### config.mk
export PLATFORM = sky130hd
export DESIGN_NAME = stack_access_ctrl
export DESIGN_NICKNAME = d
export VERILOG_FILES = /design/src/rtl/stack_pkg.sv /design/src/rtl/stack_access_ctrl_occupancy.sv /design/src/rtl/stack_access_ctrl.sv
export SDC_FILE = /design/constraint.sdc
export NUM_CORES = 1
export LEC_CHECK = 0
export ABC_AREA = 1
export BUFFER_PORTS_ARGS = -buffer_cell sky130_fd_sc_hd__clkbuf_2
export CAP_MARGIN = 20
export CORE_ASPECT_RATIO = 1.2
export CORE_MARGIN = 4
export CORE_UTILIZATION = 50
export DETAILED_ROUTE_END_ITERATION = 16
export MAX_ROUTING_LAYER = met4
export PLACE_DENSITY = 0.86
export RECOVER_POWER = 50
export SYNTH_ARGS = -nofsm -noshare
export SYNTH_HDL_FRONTEND = slang
export SYNTH_HIERARCHICAL = 1
export SYNTH_SLANG_ARGS = --single-unit
### constraint.sdc
create_clock -name CLK -period 2.9 [get_ports CLK]
set_input_delay 0.145 -clock CLK [delete_from_list [all_inputs] [get_ports CLK]]
set_output_delay 0.145 -clock CLK [all_outputs]
set_load 0.02 [all_outputs]
### src/rtl/stack_pkg.sv
// Shared types and defaults for the stack access controller.
package stack_pkg;

    localparam int unsigned DEF_ADDR_W = 8;
    localparam int unsigned DEF_DATA_W = 10;

    localparam logic [DEF_ADDR_W-1:0] SP_RESET_VAL = '0;

    typedef enum logic [1:0] {
        IDLE    = 2'd0,
        PUSH_WR = 2'd1,
        POP_RD  = 2'd2,
        POP_CAP = 2'd3
    } stack_state_t;

endpackage

### src/rtl/stack_access_ctrl_occupancy.sv
// Stack occupancy counter: up/down count with clear, registered FULL/EMPTY flags.
module stack_occupancy
    import stack_pkg::*;
#(
    parameter int unsigned ADDR_W = DEF_ADDR_W,
    parameter int unsigned DEPTH  = 256
) (
    input  logic CLK,
    input  logic RST,
    input  logic INC,
    input  logic DEC,
    input  logic CLR,
    output logic FULL,
    output logic EMPTY
);

    localparam int unsigned CNT_W = ADDR_W + 1;

    logic [CNT_W-1:0] cnt_q;
    logic [CNT_W-1:0] cnt_d;

    // Next count: a clear overrides any in-flight increment or decrement.
    always_comb begin
        cnt_d = cnt_q;
        if (CLR) begin
            cnt_d = '0;
        end else if (INC && !DEC) begin
            cnt_d = cnt_q + CNT_W'(1);
        end else if (DEC && !INC) begin
            cnt_d = cnt_q - CNT_W'(1);
        end
    end

    // Count and flags register together so the flags always match the count.
    always_ff @(posedge CLK) begin
        if (RST) begin
            cnt_q <= '0;
            FULL  <= 1'b0;
            EMPTY <= 1'b1;
        end else begin
            cnt_q <= cnt_d;
            FULL  <= (cnt_d == CNT_W'(DEPTH));
            EMPTY <= (cnt_d == '0);
        end
    end

endmodule

### src/rtl/stack_access_ctrl.sv
// Sequences PUSH/POP micro-operations between control, stack pointer and scratch RAM.
module stack_access_ctrl
    import stack_pkg::*;
#(
    parameter int unsigned ADDR_W = DEF_ADDR_W,
    parameter int unsigned DATA_W = DEF_DATA_W,
    parameter int unsigned DEPTH  = 256
) (
    input  logic              CLK,
    input  logic              RST,
    input  logic              PUSH,
    input  logic              POP,
    input  logic [DATA_W-1:0] PUSH_DATA,
    input  logic [ADDR_W-1:0] SP_IN,
    input  logic              SP_LD,
    input  logic [DATA_W-1:0] SCR_RDATA,
    output logic [ADDR_W-1:0] SCR_ADDR,
    output logic [DATA_W-1:0] SCR_WDATA,
    output logic              SCR_WE,
    output logic              SP_INCR,
    output logic              SP_DECR,
    output logic [DATA_W-1:0] POP_DATA,
    output logic              BUSY,
    output logic              DONE,
    output logic              ERR,
    output logic              FULL,
    output logic              EMPTY
);

    localparam logic [1:0] S_IDLE    = 2'(IDLE);
    localparam logic [1:0] S_PUSH_WR = 2'(PUSH_WR);
    localparam logic [1:0] S_POP_RD  = 2'(POP_RD);
    localparam logic [1:0] S_POP_CAP = 2'(POP_CAP);

    logic [1:0]        state_q;
    logic [1:0]        state_d;
    logic [DATA_W-1:0] push_word_q;
    logic [DATA_W-1:0] pop_data_q;
    logic              done_q;
    logic              err_q;

    logic we_c;
    logic incr_c;
    logic decr_c;
    logic accept_push_c;
    logic reject_c;

    // State register.
    always_ff @(posedge CLK) begin
        if (RST) begin
            state_q <= S_IDLE;
        end else begin
            state_q <= state_d;
        end
    end

    // Next-state and Moore decode of RAM/SP controls; requests only looked at in IDLE.
    always_comb begin
        state_d       = state_q;
        SCR_ADDR      = SP_IN;
        SCR_WDATA     = push_word_q;
        we_c          = 1'b0;
        incr_c        = 1'b0;
        decr_c        = 1'b0;
        BUSY          = 1'b1;
        accept_push_c = 1'b0;
        reject_c      = 1'b0;
        case (state_q)
            S_IDLE: begin
                BUSY = 1'b0;
                if (PUSH && POP) begin
                    reject_c = 1'b1;
                end else if (PUSH) begin
                    if (FULL) begin
                        reject_c = 1'b1;
                    end else begin
                        accept_push_c = 1'b1;
                        state_d       = S_PUSH_WR;
                    end
                end else if (POP) begin
                    if (EMPTY) begin
                        reject_c = 1'b1;
                    end else begin
                        state_d = S_POP_RD;
                    end
                end
            end
            S_PUSH_WR: begin
                SCR_ADDR = SP_IN - ADDR_W'(1);
                we_c     = 1'b1;
                decr_c   = 1'b1;
                state_d  = S_IDLE;
            end
            S_POP_RD: begin
                state_d = S_POP_CAP;
            end
            S_POP_CAP: begin
                incr_c  = 1'b1;
                state_d = S_IDLE;
            end
            default: begin
                state_d = S_IDLE;
            end
        endcase
    end

    // A reset arriving mid-operation suppresses the write and SP strobes of that cycle.
    assign SCR_WE  = we_c   && !RST;
    assign SP_INCR = incr_c && !RST;
    assign SP_DECR = decr_c && !RST;

    // Registered status pulses, push latch and popped-word holding register.
    always_ff @(posedge CLK) begin
        if (RST) begin
            push_word_q <= '0;
            pop_data_q  <= '0;
            done_q      <= 1'b0;
            err_q       <= 1'b0;
        end else begin
            done_q <= (state_q == S_PUSH_WR) || (state_q == S_POP_CAP);
            err_q  <= reject_c;
            if (accept_push_c) begin
                push_word_q <= PUSH_DATA;
            end
            if (state_q == S_POP_CAP) begin
                pop_data_q <= SCR_RDATA;
            end
        end
    end

    assign POP_DATA = pop_data_q;
    assign DONE     = done_q;
    assign ERR      = err_q;

    // Occupancy tracking; an SP load empties the stack.
    stack_occupancy #(
        .ADDR_W (ADDR_W),
        .DEPTH  (DEPTH)
    ) u_occupancy (
        .CLK   (CLK),
        .RST   (RST),
        .INC   (state_q == S_PUSH_WR),
        .DEC   (state_q == S_POP_CAP),
        .CLR   (SP_LD),
        .FULL  (FULL),
        .EMPTY (EMPTY)
    );

endmodule

; Word-level counts from Yosys, hierarchy flattened
; Index checks and enable logic that the tools add are counted.
[word_totals]
reg_bits = 35
in_bits = 33
output_inout_bits = 36
word_cells = 56
[classes]
n_addsub = 3
n_eq_ne = 8
mux = 22
bitwise = 1
n_reduce_logical = 14
[ops]
columns = operator, n
row1 = $mux 9, 3
row2 = $mux 1, 12
row3 = $mux 2, 5
row4 = $add 9x1->9 const B, 1
row5 = $eq 9x9->1 const B, 1
row6 = $logic_not 9->1, 1
row7 = $ne 3x3->1 const B, 3
row8 = $sub 9x1->9 const B, 1
row9 = $mux 8, 1
row10 = $sub 8x1->8 const B, 1
row11 = $pmux 2 s3, 1
row12 = $logic_and 1x1->1, 5
row13 = $eq 2x2->1 const B, 2
row14 = $reduce_and 4->1, 1
row15 = $reduce_or 2->1, 2
row16 = $logic_not 1->1, 3
row17 = $eq 2x1->1 const B, 1
row18 = $logic_not 2->1, 1
row19 = $ne 2x2->1 const B, 1
row20 = $logic_or 1x1->1, 1
row21 = $not 1->1, 1

; Logic depth before layout (Yosys ltp)
; Gate-level depths: netlist of run 1.
[depth]
depth_word = 7
ltp_mapped = 14
ltp_nobuf = 13

; By module
; The synthesis of run 1 kept the hierarchy.
[by_module_without_submodules]
columns = module, instances, cells_per_inst, area_per_inst_um2, seq_area_each_um2
row1 = stack_access_ctrl, 1, 154, 1119.8, 480.5
row2 = stack_occupancy, 1, 124, 730.7, 220.2

; Worst setup path after synthesis of run 1
; Ideal clock, no wire load.
[synth_path]
path_kind = reg-to-reg
start = reg state_q[0]
end = reg u_occupancy.FULL
setup_ns = 0.064
arrival_time_ns = 1.551
required_time_ns = 2.836
path_slack_ns = 1.285
stages_incl_launch_ff = 12
path_buffers = 1
synth_period_minus_slack_ns = 1.615
path_cell_list = dfxtp_1 > nand2_1 > inv_1 > buf_4 > nand2_2 > nor2_1 > nand2_1 > a21oi_1 > nor2_1 > nor2_1 > nand2_1 > nor2_1
[synth_between]
elab_chain_cells = 7
elab_cells_between_ends = 10
cone_classes = eq/ne: 3 / mux: 3 / reduce/logical: 4
[synth_rtl]
columns = element, line
row1 = from (decl), stack_access_ctrl.sv:35  ; logic [1:0] state_q;
row2 = from (signal assigned), stack_access_ctrl.sv:53  ; state_q <= state_d;
row3 = $eq 2x1->1, stack_access_ctrl.sv:142  ; .INC (state_q == S_PUSH_WR),
row4 = $logic_not 1->1, stack_access_ctrl_occupancy.sv:29  ; end else if (DEC && !INC) begin
row5 = $logic_and 1x1->1, stack_access_ctrl_occupancy.sv:29
row6 = $mux 9, stack_access_ctrl_occupancy.sv:29
row7 = $mux 9 (*), stack_access_ctrl_occupancy.sv:27  ; end else if (INC && !DEC) begin
row8 = $mux 9 (*), stack_access_ctrl_occupancy.sv:25  ; if (CLR) begin
row9 = $eq 9x9->1 (*), stack_access_ctrl_occupancy.sv:42  ; FULL <= (cnt_d == CNT_W'(DEPTH));
row10 = to (signal assigned), stack_access_ctrl_occupancy.sv:42
row11 = to (decl), stack_access_ctrl_occupancy.sv:13  ; output logic FULL,
; Every way passes the cells marked *; elsewhere a longest branch is shown, timed or not.
; A chain may end at the register's enable or synchronous reset.

; Final worst setup path of run 1
[layout_path]
start = reg state_q[0]
end = reg u_occupancy.EMPTY
[layout_between]
elab_chain_cells = 7
elab_cells_between_ends = 10
cone_classes = eq/ne: 2 / mux: 3 / reduce/logical: 5
[layout_rtl]
columns = element, line
row1 = $eq 2x1->1, stack_access_ctrl.sv:142
row2 = $logic_not 1->1, stack_access_ctrl_occupancy.sv:29
row3 = $logic_and 1x1->1, stack_access_ctrl_occupancy.sv:29
row4 = $mux 9, stack_access_ctrl_occupancy.sv:29
row5 = $mux 9 (*), stack_access_ctrl_occupancy.sv:27
row6 = $mux 9 (*), stack_access_ctrl_occupancy.sv:25
row7 = $logic_not 9->1 (*), stack_access_ctrl_occupancy.sv:43  ; EMPTY <= (cnt_d == '0);
row8 = to (signal assigned), stack_access_ctrl_occupancy.sv:43
row9 = to (decl), stack_access_ctrl_occupancy.sv:14  ; output logic EMPTY
; Marks and branches as above.

==> run metrics, run 1 <==
DP Wirelength=3420 um; clock root cell=clkbuf_8; Min-Delay Endpoint=POP_DATA[8]$_SDFFE_PP0P_; worst vdd ir=between 0.2 and 0.25 mV; chip height=roughly 75 um; Clock power frac=32.9%; hold path cells=3; DRC violations left=0; Flop pwr share=48.6%; Crit path max-delay family=simple AND/OR/NAND/NOR gates; top post-synthesis cells by area=dfxtp_1 38%, nand2_1 11%, nor2_1 9.7%, nand3_1 6.8%, inv_1 6.5%; CTS H-tree depth=2; post-synthesis register bit count=35; RSZ-0062 raised after global routing=no; insertion delay to the later sink of the worst-skew pair=0.28 ns; top-count cell post-synth=nand2_1; Final Cycle Share=71.7%; ys flop type=dfxtp_1; Max stage delay cell, worst path=dfxtp_1; GRT overflow=0; final worst setup slack=0.820 ns; TritonCTS clock tree=done; register area share after synthesis=37.9%; global-route usage over all layers=around a fifth; input/output buffers=68; io pins=69; layout cell share with drive strength beyond 1=17.7%; synthesized area per cell=~6.7 um^2; Total Nets Final=approximately 380; power density over the cells=470 nW/um^2; P_int=0.750 mW; cts repair resizes=0; Synthesis Warnings=6; CP startpoint kind=flip-flop; GP Congestion=0.951; Cell Area, Synth=1850 um^2; worst slack, placed=0.765 ns; die area=4740 um^2; Arr. time, crit path=2.25 ns; via count of the first global-routing pass=1,751; Slew Viols, Final=0; Slew headroom=44.6%; crit path max fanout=13; Hold Vio Cnt, Final=0; Antenna Cells=0; Setup Viol. Count Final=0; crit-path max cell delay=0.41 ns; Tightest Pin Transition=0.828 ns; first-pass GRT wire length=about 7200 um; f_max=roughly 480 MHz; total leakage power=1.08 nW; core footprint=3450 um^2; max cap viols=0; DR pass1 iterations=4; min-delay worst type=input pin to flip-flop; Iter 0 DRT Violations=125; Max Clock Skew=0.00351 ns; worst hold slack=0.117 ns; Logic pwr share=18.5%; area added between synthesis and finish=21.0%; vias per cell=approximately 5.2; Post-synth top cells=55 x nand2_1, 48 x nor2_1, 35 x dfxtp_1, 32 x inv_1, 25 x nand3_1; initial antenna violation count=0; CP Class=flip-flop to flip-flop; Worst Reg-to-Reg Cells=9; Crit Reg-Reg Endpoint=u_occupancy/EMPTY$_SDFF_PP1_; wirelength, routed=4470 um; Psw=~0.30 mW; Synth cell types=25; Synth area leader=dfxtp_1; Die W=about 64 um; Setup Fix Bufs, Post-CTS=0; worst path bufs/invs=1; Req. time, crit path=approximately 3.1 ns; largest net degree at the start of global routing=27; R2R Setup Slk=0.82 ns; Hold-fix buffers, CTS=0; crit-path cells=nand2_1 -> inv_1 -> nand2_2 -> nor2_4 -> nand4_1 -> o211ai_1 -> nand3_1 -> nand3_1 -> nand2_1; cts bufs inserted=5; minimum clock period=2.08 ns; ys async rst share=0%; CTS max path bufs=2; start point of the worst hold path=SCR_RDATA[8]; Cells after Synth=278; post-synthesis net count=314; Switching Fraction=approximately 29%; Rows=23; outcome=finished, final reports clean; launch point of the worst path=state_q[0]$_SDFFE_PP0P_; Worst-path clk slew=0.07 ns; CTS Sinks=35; Synth top area share=roughly 38%; setup TNS=0 ns; number of synthesized flops with an enable pin=0; Initial Util=53.6%; crit end category=flip-flop; routed len/inst=11.7 um; Detail Route Antenna Nets=0; worst r2r src=state_q[0]$_SDFFE_PP0P_; Vias=2,005
## power groups by stage
stage | clock network, mW | registers [mW] | logic, mW
finish | 0.347 | 0.511 | 0.195
global route | 0.377 | 0.513 | 0.217
CTS | 0.360 | 0.512 | 0.201
detailed placement | 0 | 0.523 | 0.200
global placement | 0 | 0.523 | 0.197
floorplan | 0 | 0.540 | 0.117
## cell families after synthesis
kind of cell / after synthesis / synth area share (%)
fa+ha+maj: 3 / 2.03
xor+xnor: 2 / 0.947
buf+inv: 44 / 9.80
simple gates: 162 / 40.4
flops: 35 / 37.9
compound gates: 32 / 8.93
## per-stage QoR
stage                     instances  cell area (um^2)  power (mW)  utilization (%)
after floorplan                 278              1850       0.657                -
final                           382              2240        1.05             64.9
after global placement          375              2190       0.720             63.6
after global routing            382              2240        1.11             64.9
after detailed placement        375              2190       0.723             63.6
after CTS                       382              2280        1.07             66.1
## worst min-delay path, cell delays in order
cell	delay, ns
clkbuf_2	0.07
o21ai_0	0.07
nor2_1	0.08
## placed cells by master, fill, tap and decap left out, drive strengths merged
master  instances
clkbuf         74
xor2            2
clkinv          2
nor2           54
nor4            1
nand3          26
nor3            6
dfxtp          35
nand2          58
nand3b          2
o21ai          14
o211ai          2
ha              3
inv            34
a21oi          16
buf             1
nand4          15
## layer usage
metal	GRT usage, %	vias to the layer above	share of wire (%)
met4	8.39	0	1.8
met2	32.1	83	49
li1	-	1033	-
met1	22.3	878	41
met5	-	-	0
met3	5.37	11	7.2
## final cells by class
class	count	area, um^2
repair buffers	69	318
clock buffers	6	82.6
multi-input cells	199	956
flip-flops and latches	35	701
clock inverters	1	5.00
fillers	320	1210
inverters	35	131
well taps	37	46.3
## state kept, by name, summed over array words and instances (netlist names)
name	flops
DONE	1
ERR	1
POP_DATA	10
SCR_WDATA	10
state_q	2
u_occupancy/EMPTY	1
u_occupancy/FULL	1
u_occupancy/cnt_q	9
## worst max-delay path by stage
stage / end / slack [ns] / cells past startpoint
floorplan: u_occupancy/FULL$_SDFF_PP0_ / 1.28 / 11
global placement: u_occupancy/FULL$_SDFF_PP0_ / 0.87 / 10
detailed placement: u_occupancy/FULL$_SDFF_PP0_ / 0.77 / 10
CTS: u_occupancy/FULL$_SDFF_PP0_ / 0.75 / 10
global route: u_occupancy/FULL$_SDFF_PP0_ / 0.51 / 12
finish: u_occupancy/EMPTY$_SDFF_PP1_ / 0.82 / 9
No activity file was read; power rests on OpenSTA's default activity.
==> run 2, diff against run 1 <==
--- a/config.mk
+++ b/config.mk
@@ -5,15 +5,15 @@
 export SDC_FILE = /design/constraint.sdc
 export NUM_CORES = 1
 export LEC_CHECK = 0
-export ABC_AREA = 1
+export ABC_AREA = 0
 export BUFFER_PORTS_ARGS = -buffer_cell sky130_fd_sc_hd__clkbuf_2
 export CAP_MARGIN = 20
 export CORE_ASPECT_RATIO = 1.2
 export CORE_MARGIN = 4
-export CORE_UTILIZATION = 50
+export CORE_UTILIZATION = 44
 export DETAILED_ROUTE_END_ITERATION = 16
 export MAX_ROUTING_LAYER = met4
-export PLACE_DENSITY = 0.86
+export PLACE_DENSITY = 0.81
 export RECOVER_POWER = 50
 export SYNTH_ARGS = -nofsm -noshare
 export SYNTH_HDL_FRONTEND = slang
==> constraint.sdc (replaced) <==
create_clock -name CLK -period 1.9 [get_ports CLK]
set_input_delay 0.095 -clock CLK [delete_from_list [all_inputs] [get_ports CLK]]
set_output_delay 0.095 -clock CLK [all_outputs]
set_load 0.02 [all_outputs]
==> run metrics, run 2 <==
CTS max path bufs=2; DP Wirelength=3550 um; Synth area leader=dfxtp_1; Worst-path clk slew=0.07 ns; GRT overflow=0; crit end category=flip-flop; Iter 0 DRT Violations=129; Initial Util=45.6%; CP startpoint kind=flip-flop; min-delay worst type=input pin to flip-flop; Vias=1,810; Logic pwr share=12.3%; Synthesis Warnings=6; Slew headroom=68.4%; commonest cells after routing, fill and taps aside=68 x clkbuf_2, 31 x dfxtp_1, 26 x nand2_1; io pins=69; post-synthesis register bit count=35; Detail Route Antenna Nets=0; DR pass1 iterations=4; Switching Fraction=25.0%; total leakage power=1.07 nW; Max stage delay cell, worst path=or4b_4; GRT met2 Usage=31.1%; routed len/inst=13.2 um; vias per cell=5.16; f_max=534 MHz; FILL cells=350; number of synthesized flops with an enable pin=0; outcome=finished, final reports clean; chip height=78.3 um; Hold-fix buffers, CTS=0; M1 GR Usage=19.4%; global-route usage over all layers=18.2%; die area=5220 um^2; P_int=1.22 mW; Tightest Pin Transition=around 0.47 ns; GP Congestion=0.908; insertion delay to the later sink of the worst-skew pair=0.29 ns; DRC violations left=0; post-placement cell area=2260 um^2; Arr. time, crit path=2.08 ns; largest net degree at the start of global routing=17; Multi-input gate area=about 1100 um^2; global routing usage on met3=5.15%; Rows=25; ys async rst share=0%; Hold Vio Cnt, Final=0; Synth top area share=38.6%; max cap viols=0; cts bufs inserted=5; Die W=66.6 um; grt peak-use layer=met2; power density over the cells=662 nW/um^2; input/output buffers=between 60 and 70; CTS H-tree depth=2; layout cell share with drive strength beyond 1=40.4%; leading cell type in the layout, fill and taps excluded=clkbuf_2; Final Cycle Share=98.6%; post-synthesis net count=256; crit-path cells=nand2b_4 -> inv_4 -> or4b_4 -> mux2i_2 -> xnor2_1 -> a21oi_1 -> o31ai_1; top-count cell post-synth=dfxtp_1; CP Class=flip-flop to flip-flop; register area share after synthesis=38.6%; initial antenna violation count=0; Storage cell area=713 um^2; Psw=0.405 mW; Slew Viols, Final=0; Finished Cell Area=2450 um^2; CTS Sinks=35; TritonCTS clock tree=done; area added between synthesis and finish=35.1%; Flop pwr share=46.5%; Req. time, crit path=2.11 ns; top post-synthesis cells by area=dfxtp_1 39%, a21oi_1 6.3%, nand2_1 5.6%, nor2_1 3.1%, nand3_1 2.8%; Setup Viol. Count Final=0; via count of the first global-routing pass=1,687; ys flop type=dfxtp_1; synthesized area per cell=8.24 um^2; minimum clock period=1.87 ns; Cell Area, Synth=1810 um^2; Cells after Synth=220; Clock power frac=41.2%; Max Clock Skew=0.00321 ns; first-pass GRT wire length=7270 um; Total Nets Final=332; Antenna Cells=0; crit path max fanout=7; setup TNS=0 ns; clock root cell=clkbuf_8; crit-path max cell delay=around 0.5 ns; worst vdd ir=0.280 mV; Post-synth top cells=35 x dfxtp_1, 27 x nand2_1, 23 x a21oi_1, 15 x nor2_1, 10 x nand3_1; core footprint=3970 um^2; wirelength, routed=4620 um; Synth cell types=47
## run 2: cell types whose count changed after synthesis, moves of 5 or more
cell,previous run,this run
nor2_1,48,15
nand2_1,55,27
inv_1,32,9
nand3_1,25,10
nand4_1,15,2
o21ai_1,0,8
a21oi_1,16,23
o21ai_0,14,8
buf_2,1,6
nor2b_1,0,5
## run 2: kinds of logic (layout without fill, tap and decap cells)
kind of cell	after synthesis	after routing	synth area share, %
adders and majority gates	3	3	2.07
AOI/OAI and AO/OA	47	47	14.1
buffers and inverters	24	101	6.00
DFF	35	35	38.6
and+or+nand+nor	98	98	32.6
muxes	4	4	2.21
xor gates and xnor gates	9	9	4.35
## run 2: final timing paths
check	start	to	slack, ns	cells after the start
max	state_q[1]$_SDFFE_PP0P_	u_occupancy/EMPTY$_SDFF_PP1_	0.03	7
min	SCR_RDATA[4]	POP_DATA[4]$_SDFFE_PP0P_	0.02	3
max reg2reg	state_q[1]$_SDFFE_PP0P_	u_occupancy/EMPTY$_SDFF_PP1_	0.03	7
min reg2reg	POP_DATA[1]$_SDFFE_PP0P_	POP_DATA[1]$_SDFFE_PP0P_	0.46	2
## run 2: cell type report
type | count | share of cell area (%)
Sequential cell | 35 | 29.1
Tap cell | 54 | 2.76
Clock inverter | 3 | 1.79
Timing Repair Buffer | 83 | 18.5
Clock buffer | 5 | 2.81
Multi-Input combinational cell | 161 | 43.4
Inverter | 10 | 1.64
## run 2: routing by layer
metal	up-vias	share of wire, %
met5	-	0
met1	812	41
met2	66	50
met3	6	7.7
li1	926	-
met4	0	1.3
## run 2: power by group through the flow
| stage | Combinational, mW | Clock (mW) | Sequential (mW) |
|---|---|---|---|
| 2_1_floorplan | 0.0935 | 0 | 0.790 |
| 3_3_place_gp | 0.194 | 0 | 0.773 |
| 3_5_place_dp | 0.197 | 0 | 0.774 |
| 4_1_cts | 0.197 | 0.686 | 0.757 |
| 5_1_grt | 0.218 | 0.723 | 0.755 |
| 6_report | 0.199 | 0.668 | 0.754 |
## run 2: timing repair
item	in CTS	in global routing
setup buffers	0	2
pin swaps	0	1
gates cloned	0	0
resized for setup	1	16
setup endpoints to repair	1	2
## run 2: per-stage QoR
stage / hold WS (ns) / worst slack (ns) / std cells / power [mW] / util [%]
2_1_floorplan: 0.162 / 0.00322 / 220 / 0.883 / -
3_3_place_gp: 0.320 / 0.0472 / 341 / 0.967 / 57.0
3_5_place_dp: 0.324 / -0.0300 / 341 / 0.971 / 57.0
4_1_cts: 0.0127 / 0.0130 / 349 / 1.64 / 59.8
5_1_grt: 0.0202 / -0.0327 / 351 / 1.70 / 61.6
6_report: 0.0188 / 0.0272 / 351 / 1.62 / 61.6
## run 2: critical path: cells and delay by family (launching register included)
family,cells,cell delay (ns)
xor+xnor,1,0.18
simple gates,2,0.64
mux,1,0.19
flops,1,0.37
buf+inv,1,0.05
compound gates,2,0.37
==> run 3, diff against run 2 <==
--- a/config.mk
+++ b/config.mk
@@ -9,7 +9,7 @@
 export BUFFER_PORTS_ARGS = -buffer_cell sky130_fd_sc_hd__clkbuf_2
 export CAP_MARGIN = 20
 export CORE_ASPECT_RATIO = 1.2
-export CORE_MARGIN = 4
+export CORE_MARGIN = 2
 export CORE_UTILIZATION = 44
 export DETAILED_ROUTE_END_ITERATION = 16
 export MAX_ROUTING_LAYER = met4
==> run metrics, run 3 (same netlist as run 2, synthesis figures left out) <==
Initial Util=46.0%; Antenna Cells=0; crit end category=flip-flop; power density over the cells=662 nW/um^2; routed len/inst=12.6 um; Worst path depth=7; input/output buffers=68; GP Congestion=0.917; Finished Layout Cells=around 350; CP startpoint kind=flip-flop; Detail Route Antenna Nets=0; total leakage power=~1.1 nW; RSZ-0062 raised after global routing=yes; leading cell type in the layout, fill and taps excluded=clkbuf_2; first-pass GRT wire length=6870 um; vias per cell=5.26; area added between synthesis and finish=35.1%; crit-path cells=inv_1 -> ha_4 -> and3b_2 -> or3_4 -> a32oi_2 -> nand4_1 -> o31ai_1; worst vdd ir=0.337 mV; Crit path max-delay family=simple AND/OR/NAND/NOR gates; global-route usage over all layers=19.3%; wirelength, routed=4420 um; Final Cycle Share=between 90% and 100%; layout cell share with drive strength beyond 1=40.7%; DRC violations left=0; chip height=74.3 um; Tightest Pin Transition=0.405 ns; Worst-path clk slew=around 0.07 ns; DR pass1 iterations=4; Total Nets Final=about 330; Req. time, crit path=2.11 ns; minimum clock period=1.89 ns; post-layout util=between 60% and 70%; Post-Place Cells=341; DP Wirelength=3210 um; io pins=between 60 and 70; Rows=25; Arr. time, crit path=2.09 ns; Max stage delay cell, worst path=or3_4; Hold Vio Cnt, Final=0; Max Clock Skew=0.00637 ns; via count of the first global-routing pass=1,617; worst path bufs/invs=1; hold path cells=3; CP Class=flip-flop to flip-flop; Setup Viol. Count Final=0; TritonCTS clock tree=done; crit path max fanout=5; GRT overflow=0; launch point of the worst path=u_occupancy/cnt_q[0]$_SDFF_PP0_; CTS Sinks=35; clock root cell=clkbuf_8; CTS H-tree depth=2; core footprint=just under 4000 um^2; cts bufs inserted=5; insertion delay to the later sink of the worst-skew pair=a little under 0.3 ns; Slew headroom=72.8%; setup TNS=0 ns; f_max=530 MHz; FILL cells=around 340; Die W=62.6 um; Slew Viols, Final=0; die area=4650 um^2; crit-path max cell delay=0.38 ns; Iter 0 DRT Violations=130; largest net degree at the start of global routing=17; Worst Reg-to-Reg Cells=7; max cap viols=0; worst r2r src=u_occupancy/cnt_q[0]$_SDFF_PP0_; initial antenna violation count=0; min-delay worst type=input pin to flip-flop; Vias=1,845; start point of the worst hold path=SCR_RDATA[0]; CTS max path bufs=2; outcome=finished, final reports clean; commonest cells after routing, fill and taps aside=68 x clkbuf_2, 28 x dfxtp_1, 27 x nand2_1
==> run 3: cell types whose count changed in the layout (fill, tap and decap cells not counted), moves of 2 or more <==
| cell | before | now |
|---|---|---|
| dfxtp_2 | 1 | 5 |
| dfxtp_1 | 31 | 28 |
| mux2i_1 | 2 | 4 |
| mux2i_2 | 2 | 0 |
==> run 3: cell type report <==
cell class                 count  area [um^2]  area share (%)
tap                           54         67.6            2.76
multi-input combinational    161         1060            43.3
inverter                      10         42.5            1.74
clock buffer                   5         68.8            2.81
clock inverter                 3         43.8            1.79
timing repair buffer          83          453            18.5
sequential                    35          714            29.2
==> run 3: report_power, final <==
group	switching (mW)	leakage (nW)	internal (mW)
sequential	0.00819	0.288	0.746
combinational	0.120	0.728	0.0820
clock	0.274	0.0581	0.390
total	0.403	1.07	1.22
==> run 3: per-stage QoR <==
| stage | setup slack [ns] | hold WS, ns | total power [mW] | instance area, um^2 |
|---|---|---|---|---|
| CTS | 0.00371 | 0.0128 | 1.63 | 2380 |
| global route | -0.109 | 0.0251 | 1.69 | 2450 |
| floorplan | 0.00322 | 0.162 | 0.883 | 1850 |
| global placement | 0.0522 | 0.319 | 0.967 | 2260 |
| finish | 0.0144 | 0.0207 | 1.62 | 2450 |
| detailed placement | -0.0468 | 0.324 | 0.969 | 2260 |
==> run 3: what timing repair did <==
action | 4_1_cts | 5_1_grt
pin swaps | 0 | 4
resized for setup | 1 | 18
endpoints found under the setup margin | 2 | 2
setup buffers | 0 | 2
hold buffers | 0 | 0
==> run 3: path summary, 6_finish.rpt <==
path | end | slack, ns
setup reg to reg | u_occupancy/EMPTY$_SDFF_PP1_ | 0.01
setup / recovery | u_occupancy/EMPTY$_SDFF_PP1_ | 0.01
hold reg to reg | POP_DATA[7]$_SDFFE_PP0P_ | 0.46
hold / removal | POP_DATA[0]$_SDFFE_PP0P_ | 0.02
==> run 3: worst min-delay path, cell delays in order <==
cell      delay, ns
clkbuf_2       0.08
nand2_1        0.04
a21oi_1        0.05
==> run 3: layer usage <==
metal	GRT usage, %	vias to the layer above	wire length [um]
met5	-	-	0
met4	8.89	0	74
met3	4.39	9	233
met2	32.9	54	2160
met1	21.8	859	1960
li1	-	923	-
